[config.mk]
export PLATFORM = sky130hd
export DESIGN_NAME = secuenciador_contador
export DESIGN_NICKNAME = d
export VERILOG_FILES = /design/src/rtl/secuenciador_contador_pkg.sv /design/src/rtl/sec_cmd_fifo.sv /design/src/rtl/secuenciador_contador.sv
export SDC_FILE = /design/constraint.sdc
export NUM_CORES = 1
export LEC_CHECK = 0
export BUFFER_PORTS_ARGS = -buffer_cell sky130_fd_sc_hd__buf_2
export CAP_MARGIN = 10
export CORE_ASPECT_RATIO = 1.1
export CORE_MARGIN = 2
export CORE_UTILIZATION = 45
export CTS_BUF_LIST = sky130_fd_sc_hd__clkbuf_2 sky130_fd_sc_hd__clkbuf_4 sky130_fd_sc_hd__clkbuf_8
export DETAILED_ROUTE_END_ITERATION = 8
export PLACE_DENSITY = 0.7
export SETUP_SLACK_MARGIN = 0.3
export SYNTH_ARGS = -nofsm -noshare
export SYNTH_HDL_FRONTEND = slang
export SYNTH_SLANG_ARGS = --single-unit
[constraint.sdc]
create_clock -name clk -period 2 [get_ports clk]
set_clock_uncertainty 0.1 [all_clocks]
set_input_delay 0.3 -clock clk [delete_from_list [all_inputs] [get_ports clk]]
set_output_delay 0.3 -clock clk [all_outputs]
set_load 0.05 [all_outputs]
[src/rtl/secuenciador_contador_pkg.sv]
// Shared definitions for the counter command sequencer: counter mode codes,
// sequencer states and the saturating rco accumulator helper.
package secuenciador_contador_pkg;

  localparam logic [1:0] MODE_UP    = 2'b00;
  localparam logic [1:0] MODE_DOWN  = 2'b01;
  localparam logic [1:0] MODE_DOWN3 = 2'b10;
  localparam logic [1:0] MODE_LOAD  = 2'b11;

  typedef enum logic [1:0] {
    ST_IDLE  = 2'd0,
    ST_RUN   = 2'd1,
    ST_DRAIN = 2'd2
  } state_t;

  function automatic logic [3:0] sat_inc(input logic [3:0] value, input logic inc);
    return (inc && value != 4'hF) ? value + 4'd1 : value;
  endfunction

endpackage

[src/rtl/sec_cmd_fifo.sv]
// Synchronous command FIFO with a synchronous flush; one spare pointer bit
// distinguishes full from empty.
module sec_cmd_fifo #(
  parameter int DEPTH = 4,
  parameter int DW    = 10
) (
  input  logic          clk,
  input  logic          reset,
  input  logic          flush,
  input  logic          push,
  input  logic          pop,
  input  logic [DW-1:0] din,
  output logic [DW-1:0] dout,
  output logic          full,
  output logic          empty
);

  localparam int AW = $clog2(DEPTH);

  logic [DW-1:0] mem [DEPTH];
  logic [AW:0]   wr_ptr;
  logic [AW:0]   rd_ptr;
  logic          do_push;
  logic          do_pop;

  assign do_push = push && !full;
  assign do_pop  = pop && !empty;

  // Flush wins over a same-cycle push or pop so nothing survives an abort.
  always_ff @(posedge clk) begin
    if (reset || flush) begin
      wr_ptr <= '0;
      rd_ptr <= '0;
    end else begin
      if (do_push) begin
        mem[wr_ptr[AW-1:0]] <= din;
        wr_ptr <= wr_ptr + (AW+1)'(1);
      end
      if (do_pop) begin
        rd_ptr <= rd_ptr + (AW+1)'(1);
      end
    end
  end

  assign dout  = mem[rd_ptr[AW-1:0]];
  assign empty = (wr_ptr == rd_ptr);
  assign full  = (wr_ptr[AW] != rd_ptr[AW]) && (wr_ptr[AW-1:0] == rd_ptr[AW-1:0]);

endmodule

[src/rtl/secuenciador_contador.sv]
// Command sequencer for a 4-mode counter: queues (mode, D, length) commands and
// drives the counter enable for length+1 cycles, then reports final Q and rco count.
module secuenciador_contador
  import secuenciador_contador_pkg::*;
#(
  parameter int WIDTH = 4,
  parameter int DEPTH = 4,
  parameter int LEN_W = 4
) (
  input  logic             clk,
  input  logic             reset,
  input  logic             abort,
  input  logic             cmd_valid,
  output logic             cmd_ready,
  input  logic [1:0]       cmd_mode,
  input  logic [WIDTH-1:0] cmd_data,
  input  logic [LEN_W-1:0] cmd_len,
  output logic             cnt_enable,
  output logic [1:0]       cnt_mode,
  output logic [WIDTH-1:0] cnt_D,
  input  logic [WIDTH-1:0] cnt_Q,
  input  logic             cnt_rco,
  input  logic             cnt_load,
  output logic             busy,
  output logic             done,
  output logic [WIDTH-1:0] done_q,
  output logic [3:0]       rco_cnt,
  output logic             proto_err
);

  localparam int DW = 2 + WIDTH + LEN_W;

  state_t           state;
  logic [LEN_W-1:0] run_cnt;
  logic             first_run;
  logic             fifo_full;
  logic             fifo_empty;
  logic             fifo_push;
  logic             fifo_pop;
  logic [DW-1:0]    fifo_dout;
  logic [1:0]       pop_mode;
  logic [WIDTH-1:0] pop_data;
  logic [LEN_W-1:0] pop_len;

  assign cmd_ready = !fifo_full && !reset;
  assign fifo_push = cmd_valid && cmd_ready;
  assign fifo_pop  = !abort && !fifo_empty && (state == ST_IDLE || state == ST_DRAIN);
  assign busy      = (state != ST_IDLE) || !fifo_empty;

  assign pop_mode = fifo_dout[DW-1 -: 2];
  assign pop_data = fifo_dout[LEN_W +: WIDTH];
  assign pop_len  = fifo_dout[LEN_W-1:0];

  sec_cmd_fifo #(
    .DEPTH (DEPTH),
    .DW    (DW)
  ) u_fifo (
    .clk   (clk),
    .reset (reset),
    .flush (abort),
    .push  (fifo_push),
    .pop   (fifo_pop),
    .din   ({cmd_mode, cmd_data, cmd_len}),
    .dout  (fifo_dout),
    .full  (fifo_full),
    .empty (fifo_empty)
  );

  // The first RUN cycle still shows the counter before any enabled edge, so its
  // rco is not counted; a pop at the end of the case overrides the next state.
  always_ff @(posedge clk) begin
    if (reset) begin
      state      <= ST_IDLE;
      run_cnt    <= '0;
      first_run  <= 1'b0;
      cnt_enable <= 1'b0;
      cnt_mode   <= 2'b00;
      cnt_D      <= '0;
      done       <= 1'b0;
      done_q     <= '0;
      rco_cnt    <= 4'd0;
      proto_err  <= 1'b0;
    end else if (abort) begin
      state      <= ST_IDLE;
      cnt_enable <= 1'b0;
      done       <= 1'b0;
    end else begin
      done <= 1'b0;
      unique case (state)
        ST_IDLE: begin
          cnt_enable <= 1'b0;
        end
        ST_RUN: begin
          first_run <= 1'b0;
          if (!first_run) begin
            rco_cnt <= sat_inc(rco_cnt, cnt_rco);
          end
          if (run_cnt == '0) begin
            state      <= ST_DRAIN;
            cnt_enable <= 1'b0;
            done       <= 1'b1;
          end else begin
            run_cnt <= run_cnt - LEN_W'(1);
          end
        end
        ST_DRAIN: begin
          done_q  <= cnt_Q;
          state   <= ST_IDLE;
          rco_cnt <= sat_inc(rco_cnt, cnt_rco);
          if (cnt_mode == MODE_LOAD && !cnt_load) begin
            proto_err <= 1'b1;
          end
        end
        default: state <= ST_IDLE;
      endcase

      if (fifo_pop) begin
        state      <= ST_RUN;
        cnt_enable <= 1'b1;
        cnt_mode   <= pop_mode;
        cnt_D      <= pop_data;
        run_cnt    <= pop_len;
        first_run  <= 1'b1;
        rco_cnt    <= 4'd0;
      end
    end
  end

endmodule
Word level (Yosys, flattened, before mapping)

Memory sizes are Yosys's and may differ from the RTL's. A register that Yosys moved wholly into a read port is not among the register bits.
Index checks and enable logic that the tools add are counted.

Flip-flop bits (word level): 30
RAM bits: 40
Input bits: 20
Output and inout bits: 19
Word-level logic and storage cells: 89
Memories: 1

Memories:

| name       | depth | bits a word | rd ports | clocked after Yosys merged registers in | write ports | line               | RTL |
|---|---|---|---|---|---|---|---|
| u_fifo.mem | 4     | 10          | 1        | 1                                       | 1           | sec_cmd_fifo.sv:20 | `logic [DW-1:0] mem [DEPTH];` |

Add/sub/neg operators: 4
Equal/unequal tests: 12
Multiplexer cells: 21
Bitwise operators: 3
Reductions and logical operators: 35

Operators by type and width:

| cell                                                                    | count |
|---|---|
| 4-bit two-way mux                                                       | 6 |
| 2-bit AND reduction                                                     | 6 |
| 1-bit logical AND                                                       | 9 |
| 1-bit two-way mux                                                       | 9 |
| 3-bit AND reduction                                                     | 3 |
| 4-bit one-hot mux with 2 select lines                                   | 1 |
| 3-bit by 1-bit adder with 3-bit output, second input constant           | 2 |
| 2-bit two-way mux                                                       | 3 |
| 3-bit by 2-bit inequality test with 1-bit output, second input constant | 2 |
| 3-bit nonzero test                                                      | 2 |
| 3-bit OR reduction                                                      | 2 |
| 1-bit zero test                                                         | 5 |
| 4-bit by 1-bit adder with 4-bit output, second input constant           | 1 |
| 2-bit == test, second input constant                                    | 2 |
| 4-bit zero test                                                         | 1 |
| 2-bit by 1-bit inequality test with 1-bit output, second input constant | 2 |
| 4-bit inequality test, second input constant                            | 1 |
| 2-bit one-hot mux with 2 select lines                                   | 1 |
| 2-bit nonzero test                                                      | 2 |
| 4-bit by 1-bit subtractor with 4-bit output, second input constant      | 1 |
| 3-bit == test                                                           | 1 |
| 1-bit logical OR                                                        | 3 |
| 1-bit inverter                                                          | 3 |
| 2-bit by 1-bit == test with 1-bit output, second input constant         | 1 |
| 6 further kinds                                                         | 6 |

Logic depth before layout (Yosys ltp)

Word-level depth: 9
Depth in mapped cells: 7
Mapped depth without buffers: 6

Hierarchy

A second synthesis with hierarchy kept.

Cell total of the unflattened synthesis: 245
Area total of the unflattened synthesis: 3,060.4 µm²

Modules (own cells, without submodules):

| module                | times used | cells each | area each (µm²) | sequential area each (µm²) |
|---|---|---|---|---|
| sec_cmd_fifo          | 1          | 120        | 2,008.2         | 1,361.3 |
| secuenciador_contador | 1          | 125        | 1,052.3         | 480.5 |

Worst setup path before layout

OpenSTA, ideal clock, no wires.

Path type: input to register
Start: in abort
End: mem u_fifo.mem[3][0], enable pin
Setup time: 0.390 ns
Arrival: 1.734 ns
Data required time: 1.510 ns
Setup slack: -0.224 ns
Cell stages on the path: 4
Buffers on the path: 2
Cell sequence: clkbuf_1 -> or2_1 -> clkbuf_1 -> nor3_1

Longest elaborated chain between the ends: 3

Ends and longest elaborated chain:

| element                                 | line                        | RTL |
|---|---|---|
| start, declared                         | secuenciador_contador.sv:12 | `input logic abort,` |
| 1-bit logical OR                        | sec_cmd_fifo.sv:31          | `if (reset \|\| flush) begin` |
| 1-bit two-way mux                       | sec_cmd_fifo.sv:31          |  |
| 1-bit two-way mux (implied by the code) | sec_cmd_fifo.sv:36          | `mem[wr_ptr[AW-1:0]] <= din;` |
| end, declared                           | sec_cmd_fifo.sv:20          |  |

Every way passes these cells.

Worst setup path in the final report

Start: reg state[0]
End: reg rco_cnt[2]

Longest elaborated chain between the ends: 5
Elaborated cells on any way between the ends: 10
Classes of those cells: eq/ne (3); mux (2); reduce/logical (5)

Ends and longest elaborated chain:

| element                                                                                                 | line                                                     | RTL |
|---|---|---|
| start, declared                                                                                         | secuenciador_contador.sv:33                              | `state_t state;` |
| start signal, assigned                                                                                  | secuenciador_contador.sv:73                              | `state <= ST_IDLE;` |
| start signal, assigned                                                                                  | secuenciador_contador.sv:84                              | `state <= ST_IDLE;` |
| start signal, assigned                                                                                  | secuenciador_contador.sv:99                              | `state <= ST_DRAIN;` |
| 2-bit == test or 2-bit zero test (tied branches)                                                        | secuenciador_contador.sv:47, secuenciador_contador.sv:89 |  |
| 1-bit logical OR                                                                                        | secuenciador_contador.sv:47                              | `assign fifo_pop = !abort && !fifo_empty && (state == ST_IDLE \|\| state == ST_DRAIN);` |
| 1-bit logical AND                                                                                       | secuenciador_contador.sv:47                              |  |
| 3-bit by 2-bit inequality test with 1-bit output (no source line) or 3-bit nonzero test (tied branches) | -                                                        |  |
| 3-bit AND reduction (no source line)                                                                    | -                                                        |  |
| end signal, assigned                                                                                    | secuenciador_contador.sv:96                              | `rco_cnt <= sat_inc(rco_cnt, cnt_rco);` |
| end signal, assigned                                                                                    | secuenciador_contador.sv:109                             | `rco_cnt <= sat_inc(rco_cnt, cnt_rco);` |
| end, declared                                                                                           | secuenciador_contador.sv:27                              | `output logic [3:0] rco_cnt,` |

Parallel ways exist; a longest one is shown, timed or not.
A chain may end at the register's enable or synchronous reset.

==> results list <==
- Core box area: 6477 um^2
- Final total negative setup slack: 0 ns
* Sequential share of the synthesized area: 0.6208
- In this run the mean area of a mapped cell was 13.24 um^2.
- Among all flip-flop cells after synthesis, the most frequent one is edfxtp_1.
- Dividing the detail-routed via count by the number of cells gives 5.305.
- Number of distinct library cells after synthesis: 40
- Flip-flop and latch count after synthesis: 72
- Fmax: 560.8 MHz
- Leftover overflow at the end of global routing: 0
* Min Tclk post-route: 1.783 ns
- The number of antenna violations at the first check in global routing was 0.
- Worst reg-to-reg setup slack: 0.22 ns
- The critical path in this run is classified as flip-flop to flip-flop.
- The max-slew violation count is 0.
* TritonCTS clock tree: built
- Ratio of final minimum period to clock period: 0.8915
* Overall global routing resource usage: 0.1726
- Clock latency on the worst-skew pair: 0.34 ns
* YS warnings: 0
* Cell count of the worst hold path: 1
- Across the run, the number of max-cap violations was 0.
- Number of cells produced by synthesis: 224
- Highest metal layer used by the detailed router: met4
- The first global-routing pass estimated 9073 um of wire.
- In the detailed route, the total length drawn on met2 is 3042 um.
* Commonest non-fill, non-tap cell in the layout: edfxtp_1
- Entering global routing, the biggest net connects 24 pins.
- In the layout the commonest cells are 40 x edfxtp_1, 37 x buf_2, 23 x dfxtp_1, 18 x nand2_1, 18 x buf_4.
- DR pass1 iterations: 4
- Number of failing hold endpoints at the final stage: 0
- Post-Syn Area: 2967 um^2
- Simple-gate portion of the synthesized area: 0.1063
- The die is 81.42 um wide.
- Ys async rst share: 0
* Setup violations, final: 0
* Leakage component of the power: 1.386 nW
- In this run the power density over the cells is 760.9 nW/um^2.
* Max Fanout on Critical Path: 7
- CTS saw 72 sinks.
* Required time of the critical path: 2.16 ns
- Initial standard-cell utilization of the core: 0.4580
- Crit path DAT: 1.94 ns
- Detailed-route wire length on metal 1: 2627 um
- Share of synthesized cell area in full adder, half adder and majority cells: 0.02952
- Routability congestion estimate: 0.7685
- The floorplan has 31 rows.
* DR vias: 1,968
* Via count of the first global-routing pass: 1,854
- After routing the design area is 3824 um^2.
* Relative slew slack: 0.6801
* Tightest Hold Check Type: primary input to flip-flop
* P&R area growth vs syn: 28.89%
- In this run the most critical hold path is launched from cmd_data[2].
* R2r endpoint: rco_cnt[2]$_SDFFE_PP0P_
- Summed over all nets, wire length on met3 after detailed routing comes to 235 um.
* Deepest clock path buffer count: 2
- Dominant combinational cell family by area after synthesis: simple AND/OR/NAND/NOR gates
- Die boundary height: 89.16 um
- Placed inst area: 3344 um^2
* Result of the run: completed
* Die area: 7259 um^2
- Clock-pin slew was measured on the worst setup and hold paths at 0.08 ns.
* H-tree depth reported by CTS: 3
* Net count after synthesis: 251
- Detailed placement finished with a half-perimeter wire length of 3658 um.
* Port buffer count: 38
* Crit Reg-Reg Startpoint: state[0]$_SDFFE_PP0P_
* Hold Path Sink: u_fifo.mem[2][6]$_DFFE_PP_
- At the pin with the least slew margin, the transition time is 0.4792 ns.
- Setup repair after global routing missed its margin: true
- Clock tree synthesis selected as its root buffer the cell clkbuf_8.
- The worst setup path is captured at a flip-flop.
- Boundary Pins: 39
* Startpoint kind of the worst setup timing path: flip-flop
- Inserted Diodes: 0
- After the first detailed-routing iteration, the DRC count stood at 100.
- The synthesized design contains 40 enable-type register cells.
- After detailed routing, the average wire length per cell comes to 16.17 um.
- Depth of the most critical reg-to-reg path: 4
- Of the cells placed in the final design, the portion with a size suffix greater than 1 is 0.4256.
- Count of nets left with antenna violations after detail routing: 0
- Final wirelength: 6000 um
- DRC violations left: 0
* Largest voltage drop on the vdd net: 485.9 uV
* Multiplexer share of the synthesized area: 0.09279
- Of the total synthesized cell area, the portion taken by XOR and XNOR cells is 0.03248.
- Number of CTS-inserted buffers: 9
- The fraction of the mapped netlist area in compound gates came to 0.09026.
* Post-layout nets: 312
==> worst max-delay path by stage <==
stage | startpoint | to | slack (ns)
floorplan | u_fifo.rd_ptr[0]$_SDFFE_PP0P_ | rco_cnt[3]$_SDFFE_PP0P_ | 0.30
global placement | u_fifo.wr_ptr[2]$_SDFFE_PP0N_ | u_fifo.mem[1][6]$_DFFE_PP_ | 0.13
detailed placement | u_fifo.wr_ptr[2]$_SDFFE_PP0N_ | u_fifo.mem[2][5]$_DFFE_PP_ | 0.06
CTS | u_fifo.wr_ptr[2]$_SDFFE_PP0N_ | rco_cnt[3]$_SDFFE_PP0P_ | 0.16
global route | state[0]$_SDFFE_PP0P_ | rco_cnt[3]$_SDFFE_PP0P_ | 0.15
finish | state[0]$_SDFFE_PP0P_ | rco_cnt[2]$_SDFFE_PP0P_ | 0.22
==> critical path, cell delays in order, from the launching register on <==
cell	delay, ns
dfxtp_4	0.37
nand2b_1	0.19
o41ai_4	0.40
or3b_4	0.44
o41ai_2	0.19
==> routing by layer <==
layer | global-route usage | vias up
met2 | 0.2854 | 44
met4 | 0.08629 | 0
li1 | - | 956
met3 | 0.03737 | 8
met5 | 0 | -
met1 | 0.2146 | 960
==> synth_stat cells (3+ instances only) <==
library cell,instances,area share
nand2_1,18,0.023
or3b_1,3,0.0089
edfxtp_1,40,0.40
nor4b_1,3,0.0089
ha_1,7,0.030
mux2i_1,5,0.017
buf_2,5,0.0084
clkbuf_1,5,0.0063
dfxtp_1,32,0.22
nor2_1,17,0.022
nand3_1,7,0.012
mux4_2,10,0.076
xnor2_1,6,0.018
a211oi_1,3,0.0076
a21oi_1,18,0.030
xor2_1,5,0.015
inv_1,8,0.010
and2_1,3,0.0063
==> cell type report <==
class	count	area, um^2
Fill cell	511	2654
Sequential cell	72	1866
Multi-Input combinational cell	135	1266
Timing Repair Buffer	59	365.4
Clock buffer	9	123.9
Tap cell	82	102.6
Clock inverter	6	70.07
Inverter	8	30.03
==> through the flow <==
stage	hold slack, ns	util	power [mW]	instances	setup WS [ns]
after floorplan	0.2989	-	1.723	224	0.3000
after global placement	0.3435	0.5163	1.776	345	0.1276
after detailed placement	0.3502	0.5163	1.779	345	0.05818
after CTS	0.06460	0.5673	2.906	367	0.1606
after global routing	0.06974	0.5903	3.010	371	0.1546
final	0.07461	0.5903	2.909	371	0.2170
==> flip-flops by register name, summed over array words and instances (netlist names), 3 cells and up, named ones only <==
register / count
u_fifo.mem: 40
cnt_D: 4
done_q: 4
rco_cnt: 4
run_cnt: 4
u_fifo.rd_ptr: 3
u_fifo.wr_ptr: 3
==> timing repair <==
action                                  CTS  global route
hold buffers                              0             0
endpoints found under the setup margin   59            62
resized for setup                        22            25
pin swaps                                 7            15
setup buffers                             5             2
gates cloned                              2             2
==> power by group <==
part / internal [mW] / total, mW / switching, mW
Sequential: 1.57 / 1.58 / 0.0119
Clock: 0.578 / 1.13 / 0.557
Combinational: 0.0802 / 0.192 / 0.112
==> kinds of logic (layout without fill, tap and decap cells) <==
group | count (synthesis) | count (layout)
XOR/XNOR | 11 | 11
flip-flops | 72 | 72
AND/OR/NAND/NOR | 61 | 64
buffers and inverters | 20 | 82
AO/OA/AOI/OAI | 38 | 38
adder cells (fa/ha/maj) | 7 | 7
multiplexers | 15 | 15
Power figures use the tool's default switching activity.
